===== src/rtl/ntt_pkg.sv =====
// Shared sizing constants and sequencer state encoding for the in-place NTT datapath.
package ntt_pkg;
  localparam int DATA_WIDTH = 12;
  localparam int ADW        = 5;
  localparam int N          = 2**ADW;

  typedef enum logic [2:0] {
    ST_IDLE,
    ST_RD,
    ST_ISSUE,
    ST_WAIT,
    ST_WB,
    ST_FIN
  } state_t;
endpackage


===== src/rtl/ntt_idx_gen.sv =====
// Cooley-Tukey loop counters: walks len/start/j and the twiddle index k for one pass.
module ntt_idx_gen #(
  parameter int ADW = 5
) (
  input  logic           clk,
  input  logic           rst_n,
  input  logic           init,
  input  logic           step,
  output logic [ADW-1:0] j,
  output logic [ADW-1:0] j_len,
  output logic [ADW-1:0] k,
  output logic           last
);
  localparam logic [ADW:0]   NUM       = (ADW+1)'(2**ADW);
  localparam logic [ADW-1:0] FIRST_LEN = ADW'(2**(ADW-1));
  localparam logic [ADW-1:0] LAST_J    = ADW'(2**ADW - 2);

  logic [ADW-1:0] len_q, start_q, j_q, k_q;
  logic [ADW:0]   next_start;
  logic           grp_end;

  // next_start needs one extra bit so the end of a stage (start + 2*len == N) is visible
  assign next_start = {1'b0, start_q} + {len_q, 1'b0};
  assign grp_end    = (j_q + ADW'(1)) == (start_q + len_q);

  always_ff @(posedge clk) begin
    if (!rst_n) begin
      len_q   <= '0;
      start_q <= '0;
      j_q     <= '0;
      k_q     <= ADW'(1);
    end else if (init) begin
      len_q   <= FIRST_LEN;
      start_q <= '0;
      j_q     <= '0;
      k_q     <= ADW'(1);
    end else if (step) begin
      if (grp_end) begin
        k_q <= k_q + ADW'(1);
        if (next_start == NUM) begin
          len_q   <= len_q >> 1;
          start_q <= '0;
          j_q     <= '0;
        end else begin
          start_q <= next_start[ADW-1:0];
          j_q     <= next_start[ADW-1:0];
        end
      end else begin
        j_q <= j_q + ADW'(1);
      end
    end
  end

  assign j     = j_q;
  assign j_len = j_q + len_q;
  assign k     = k_q;
  assign last  = (len_q == ADW'(1)) && (j_q == LAST_J);
endmodule


===== src/rtl/ntt_mem_seq.sv =====
// Sequencer for one in-place forward NTT pass over a dual-port coefficient RAM,
// handing each (j, j+len) pair to an external butterfly and writing the results back.
module ntt_mem_seq #(
  parameter int DATA_WIDTH = ntt_pkg::DATA_WIDTH,
  parameter int ADW        = ntt_pkg::ADW
) (
  input  logic                  clk_i,
  input  logic                  rst_ni,
  input  logic                  start_i,
  output logic                  busy_o,
  output logic                  done_o,
  output logic                  we_a_o,
  output logic [ADW-1:0]        addr_a_o,
  output logic [DATA_WIDTH-1:0] din_a_o,
  output logic                  we_b_o,
  output logic [ADW-1:0]        addr_b_o,
  output logic [DATA_WIDTH-1:0] din_b_o,
  input  logic [DATA_WIDTH-1:0] dout_a_i,
  input  logic [DATA_WIDTH-1:0] dout_b_i,
  output logic                  bf_valid_o,
  output logic [DATA_WIDTH-1:0] bf_u_o,
  output logic [DATA_WIDTH-1:0] bf_v_o,
  output logic [ADW-1:0]        bf_zeta_idx_o,
  input  logic                  bf_valid_i,
  input  logic [DATA_WIDTH-1:0] bf_u_i,
  input  logic [DATA_WIDTH-1:0] bf_v_i
);
  import ntt_pkg::*;

  // Butterfly handshake: bf_valid_o pulses for exactly one cycle per operand pair;
  // the unit answers with a single bf_valid_i pulse, which is only honoured in ST_WAIT.
  state_t                state_q, state_d;
  logic                  idx_init, idx_step, idx_last;
  logic [ADW-1:0]        idx_j, idx_jl, idx_k;
  logic [DATA_WIDTH-1:0] res_u_q, res_v_q;

  ntt_idx_gen #(.ADW(ADW)) u_idx (
    .clk   (clk_i),
    .rst_n (rst_ni),
    .init  (idx_init),
    .step  (idx_step),
    .j     (idx_j),
    .j_len (idx_jl),
    .k     (idx_k),
    .last  (idx_last)
  );

  always_ff @(posedge clk_i) begin
    if (!rst_ni) state_q <= ST_IDLE;
    else         state_q <= state_d;
  end

  always_ff @(posedge clk_i) begin
    if (!rst_ni) begin
      res_u_q <= '0;
      res_v_q <= '0;
    end else if (state_q == ST_WAIT && bf_valid_i) begin
      res_u_q <= bf_u_i;
      res_v_q <= bf_v_i;
    end
  end

  always_comb begin
    state_d       = state_q;
    idx_init      = 1'b0;
    idx_step      = 1'b0;
    busy_o        = 1'b0;
    done_o        = 1'b0;
    we_a_o        = 1'b0;
    we_b_o        = 1'b0;
    addr_a_o      = '0;
    addr_b_o      = '0;
    din_a_o       = '0;
    din_b_o       = '0;
    bf_valid_o    = 1'b0;
    bf_u_o        = '0;
    bf_v_o        = '0;
    bf_zeta_idx_o = '0;
    case (state_q)
      ST_IDLE: begin
        if (start_i) begin
          idx_init = 1'b1;
          state_d  = ST_RD;
        end
      end
      ST_RD: begin
        busy_o   = 1'b1;
        addr_a_o = idx_j;
        addr_b_o = idx_jl;
        state_d  = ST_ISSUE;
      end
      ST_ISSUE: begin
        busy_o        = 1'b1;
        bf_valid_o    = 1'b1;
        bf_u_o        = dout_a_i;
        bf_v_o        = dout_b_i;
        bf_zeta_idx_o = idx_k;
        state_d       = ST_WAIT;
      end
      ST_WAIT: begin
        busy_o = 1'b1;
        if (bf_valid_i) state_d = ST_WB;
      end
      ST_WB: begin
        busy_o   = 1'b1;
        we_a_o   = 1'b1;
        we_b_o   = 1'b1;
        addr_a_o = idx_j;
        addr_b_o = idx_jl;
        din_a_o  = res_u_q;
        din_b_o  = res_v_q;
        if (idx_last) begin
          state_d = ST_FIN;
        end else begin
          idx_step = 1'b1;
          state_d  = ST_RD;
        end
      end
      ST_FIN: begin
        done_o = 1'b1;
        // a start seen here chains straight into the next pass
        if (start_i) begin
          idx_init = 1'b1;
          state_d  = ST_RD;
        end else begin
          state_d = ST_IDLE;
        end
      end
      default: state_d = ST_IDLE;
    endcase
  end
endmodule


===== config.mk =====
export PLATFORM = sky130hd
export DESIGN_NAME = ntt_mem_seq
export DESIGN_NICKNAME = d
export VERILOG_FILES = /design/src/rtl/ntt_pkg.sv /design/src/rtl/ntt_idx_gen.sv /design/src/rtl/ntt_mem_seq.sv
export SDC_FILE = /design/constraint.sdc
export NUM_CORES = 1
export LEC_CHECK = 0
export ABC_CLOCK_PERIOD_IN_PS = 3470
export BUFFER_PORTS_ARGS = -buffer_cell sky130_fd_sc_hd__buf_2
export CORE_MARGIN = 1.5
export CORE_UTILIZATION = 49
export CTS_CLUSTER_DIAMETER = 80
export DETAILED_ROUTE_END_ITERATION = 12
export MAX_ROUTING_LAYER = met4
export PLACE_DENSITY = 0.81
export SLEW_MARGIN = 20
export SYNTH_ARGS = -nofsm -noshare
export SYNTH_HDL_FRONTEND = slang
export SYNTH_HIERARCHICAL = 1
export SYNTH_SLANG_ARGS = --single-unit
export TNS_END_PERCENT = 20

===== constraint.sdc =====
create_clock -name clk_i -period 3.47 [get_ports clk_i]
set_input_delay 0.5205 -clock clk_i [delete_from_list [all_inputs] [get_ports clk_i]]
set_output_delay 0.5205 -clock clk_i [all_outputs]
set_load 0.02 [all_outputs]

## Word level (Yosys, flattened, before mapping)

Cells that the tools add are included.

| storage, ports and cells | value |
|---|---|
| output and inout port bits | 68 |
| bits of input ports | 52 |
| flip-flop bits (word level) | 47 |

| cells by class | value |
|---|---|
| bitwise logic cells | 1 |
| equality and inequality tests | 11 |
| reduce and logical (&&, ||, !) cells | 14 |
| add/subtract/negate cells | 5 |
| mux-type cells | 26 |

Operators with widths:

| cell | number |
|---|---|
| 12-bit two-way mux | 4 |
| 5-bit two-way mux | 9 |
| 3-bit one-hot mux with 6 select lines | 1 |
| 5-bit by 1-bit adder with 5-bit output, second input constant | 2 |
| 5-bit adder | 2 |
| 1-bit two-way mux | 9 |
| 3-bit two-way mux | 3 |
| 5-bit by 6-bit adder with 6-bit output | 1 |
| 3-bit by 2-bit equality test with 1-bit output, second input constant | 2 |
| 3-bit equality test, second input constant | 2 |
| 6-bit equality test, second input constant | 1 |
| 3-bit AND reduction | 2 |
| 2-bit nonzero test | 3 |
| 2-bit OR reduction | 3 |
| 5-bit by 1-bit equality test with 1-bit output, second input constant | 1 |
| 5-bit equality test | 1 |
| 5-bit equality test, second input constant | 1 |
| 2-bit != test, second input constant | 2 |
| 2-bit AND reduction | 2 |
| 4-bit OR reduction | 1 |
| 3-bit by 1-bit equality test with 1-bit output, second input constant | 1 |
| 3-bit zero test | 1 |
| 1-bit logical AND | 2 |
| 1-bit NOT | 1 |

## Depth between registers and ports, before layout

| logic depth | value |
|---|---|
| depth after elaboration | 6 |
| depth in mapped cells | 10 |

## Modules after synthesis

Netlist, hierarchy kept.

Modules (own cells, without submodules):

| module | cells each | instances | sequential area each (µm²) | area each (µm²) |
|---|---|---|---|---|
| ntt_mem_seq | 205 | 1 | 540.5 | 1514.0 |
| ntt_idx_gen | 162 | 1 | 400.4 | 1457.6 |

## Worst setup path before layout

Ideal clock, no wire load.

| timing path | value |
|---|---|
| path kind | register to register |
| start point | register u_idx.len_q[0] |
| end point | register u_idx.len_q[2] |
| arrival time | 2.406 ns |
| stages on the path, launching flop included | 8 |
| slack | 0.945 ns |
| path through | dfxtp_1 -> ha_1 -> inv_1 -> fa_1 -> xnor2_1 -> or4b_2 -> or4_4 -> mux2i_1 |

| between the ends | value |
|---|---|
| word-level cells in the longest chain between the ends | 5 |
| elaborated cells on any way between the ends | 9 |
| classes of those cells | add/sub (2); eq/ne (3); mux (2); reduce/logical (2) |

Ends and longest elaborated chain:

| what | line | text |
|---|---|---|
| start, declared | ntt_idx_gen.sv:18 | `logic [ADW-1:0] len_q, start_q, j_q, k_q;` |
| start signal, assigned | ntt_idx_gen.sv:41 | `len_q <= len_q >> 1;` |
| parallel branches: the longest is 4 deep, another holds 5-bit by 6-bit adder with 6-bit output | n/a |  |
| 3-bit AND reduction (no line) * | n/a |  |

Mark *: on every way between the ends.
A chain may end at the register's enable or synchronous reset.

## Worst setup path after layout

| timing path | value |
|---|---|
| start point | register u_idx.len_q[0] |
| end point | register u_idx.len_q[0] |

The elaborated chain is that of the path after synthesis.

==> flow_summary.ini <==
[detailed_routing]
drt_iter0_markers = 175
viasPerCell = 5.12
dr.pass1.iters = 6
drc = 0
num_vias = 2815
wire_per_inst_um = 13.0
route.antenna.remaining_nets = 0
finalWirelength_um = 7150

[timing]
rsz0062_at_grt = no
slew_headroom = 0.338
max_freq_ghz = 0.365
min_period_ns = 2.74
maxSlewViolCount = 0
skew_ns = 0.0127
finalSetupViolations = 0
worst_pin_slew_ns = 0.988
period_share = 0.789
hold_violations = 0
timing.setup.tns_ns = 0

[synthesis]
yosys-top-cells-count = nand2_1 (67), and2_1 (64), dfxtp_1 (47), a21oi_1 (37), ha_1 (15)
yosysTopAreaCell = dfxtp_1
synthDistinctLibCells = 54
synth_xor_area_frac = 0.0686
yosys.area_share.simple = 0.337
syn-num-nets = 437
synth_cells = 367
synth_compound_area_frac = 0.118
synth_most_common_cell = nand2_1
yosysTopAreaCellShare = 0.317
synth_warnings = 6
synth.yosys.seq_area_share = 0.317
async_flop_share = 0
synth_fa_ha_area_frac = 0.0834
synth_ff_type = dfxtp_1
ys_ff_latch = 47
synth_top_family_by_area = simple AND/OR/NAND/NOR gates
synth.area.mux_share = 0.0168
ys_top_cells_by_area = dfxtp_1 (32%), and2_1 (13%), nand2_1 (8.5%)
netlist_area_mm2 = 0.00297
syn_area_per_cell_um2 = 8.10
synth_edf_count = 0

[critical_path]
path_cells = ha_1 > inv_1 > fa_1 > xnor2_1 > xnor2_1 > nor3_1 > nand4_1 > buf_4 > or4_4 > mux2i_1
crit_type = flip-flop to flip-flop
cp_common_cell = xnor2_1
worstPathMaxFanout = 13
cp-start-kind = flip-flop
crit_slowest_cell = or4_4
critPathMaxStageDelay_ns = 0.57
cp-end-kind = flip-flop
arrival_ns = 2.92
critPathRequiredTime_ns = 3.65

[die]
core.rowCount = 28
dieArea_mm2 = 0.00654
core_mm2 = 0.00589
die_y_um = 80.9
io_pins = 120
start_util = 0.505
die_width_um = 80.9

[placement]
dp_hpwl_um = 5390
place_inst = 543
place_congestion = 0.988
placed_area_mm2 = 0.00357
io_buffers = 119

[clocking]
hold_buffers = 0
clk_pin_slew_worst_paths_ns = 0.08
cts_made_buffers = 5
clock_latency_ns = 0.30
cts_root_buf = clkbuf_8
cts_max_path_buffers = 2
numClockSinks = 47
cts_max_level = 2
post_cts_resized = 0
tritoncts = yes
cts_setup_buffers = 0

[power]
peakVddDrop_mv = 0.302
p_per_area_mw_per_mm2 = 300
leakagePower_uw = 0.00175

[final_layout]
syn_to_final_growth_pct = 23.7
fillers = 537
layoutNonFillerInstCount = 550
drive_gt1_frac = 0.297
final_cell_area_mm2 = 0.00367
fin_nets = 545
diodes = 0

[grt]
antenna_found_initial = 0
grt_pass1_vias = 2351
grt_max_degree = 28
grt_overflow = 0
grt_pass1_wl_um = 10900
grt_use_total = 0.217

[status]
status = completed

[flow_run]
drv_cap = 0

[min_path]
holdCritPathClass = flip-flop to flip-flop
-- cell families (layout without fill, tap and decap cells) --
group,Yosys count,after routing
AOI/OAI and AO/OA,60,60
xor gates and xnor gates,20,20
adders and majority gates,18,18
buffers and inverters,36,144
DFF,47,47
muxes,5,5
and+or+nand+nor,181,181
-- registers in the layout, summed over array words and instances (netlist names) --
register,flops
state_q,3
u_idx/k,5
u_idx/j,5
res_v_q,12
u_idx/start_q,5
res_u_q,12
u_idx/len_q,5
-- per-stage QoR --
step	worst slack [ns]	total power (uW)	hold slack, ns	utilization
global placement	0.829	726	0.437	0.607
detailed placement	0.761	728	0.442	0.607
floorplan	0.945	671	0.432	-
finish	0.732	1100	0.451	0.624
global route	0.574	1150	0.450	0.624
CTS	0.750	1110	0.451	0.624
-- final cells by class --
type | count | area [um^2] | share of cell area
clock buffers | 6 | 72.6 | 0.0197
clock inverters | 1 | 30.0 | 0.00817
multi-input cells | 284 | 1860 | 0.506
well taps | 75 | 93.8 | 0.0255
flip-flops and latches | 47 | 941 | 0.256
repair buffers | 123 | 626 | 0.170
inverters | 14 | 52.6 | 0.0143
-- cell usage in the layout (no fill, tap or decap), types with 7 or more instances in the layout --
master	netlist	routed
a21o_1	7	7
a21oi_1	37	37
and2_1	64	64
buf_2	10	119
dfxtp_1	47	47
ha_1	15	15
inv_1	13	13
nand2_1	67	67
nand3_1	7	7
xnor2_1	14	14
-- worst paths after layout --
kind | to | cells after the start | start | slack (ns)
worst min register to register | res_u_q[9]$_SDFFE_PN0P_ | 2 | res_u_q[9]$_SDFFE_PN0P_ | 0.45
worst min-delay path | res_u_q[9]$_SDFFE_PN0P_ | 2 | res_u_q[9]$_SDFFE_PN0P_ | 0.45
worst max-delay path | u_idx/len_q[0]$_SDFFE_PP0P_ | 10 | u_idx/len_q[0]$_SDFFE_PP0P_ | 0.73
worst max register to register | u_idx/len_q[0]$_SDFFE_PP0P_ | 10 | u_idx/len_q[0]$_SDFFE_PP0P_ | 0.73
-- per-layer routing --
layer	global-route usage	up-vias	share of wire	wire length, um
li1	-	1429	-	-
met1	0.278	1273	0.44	3130
met2	0.364	106	0.50	3540
met3	0.0315	7	0.061	439
met4	0.0414	0	0.0059	42
met5	-	-	0	0
-- where the power goes --
group | switching (uW) | internal, uW
Combinational | 88.2 | 66.2
Sequential | 13.4 | 547
Clock | 175 | 211
-- critical path, delay by kind of cell, from the launching register on --
family | cells | cell delay, ns
and+or+nand+nor | 3 | 0.92
DFF | 1 | 0.42
buffers and inverters | 2 | 0.27
xor gates and xnor gates | 2 | 0.28
muxes | 1 | 0.14
adders and majority gates | 2 | 0.60
No activity file was read; power rests on OpenSTA's default activity.
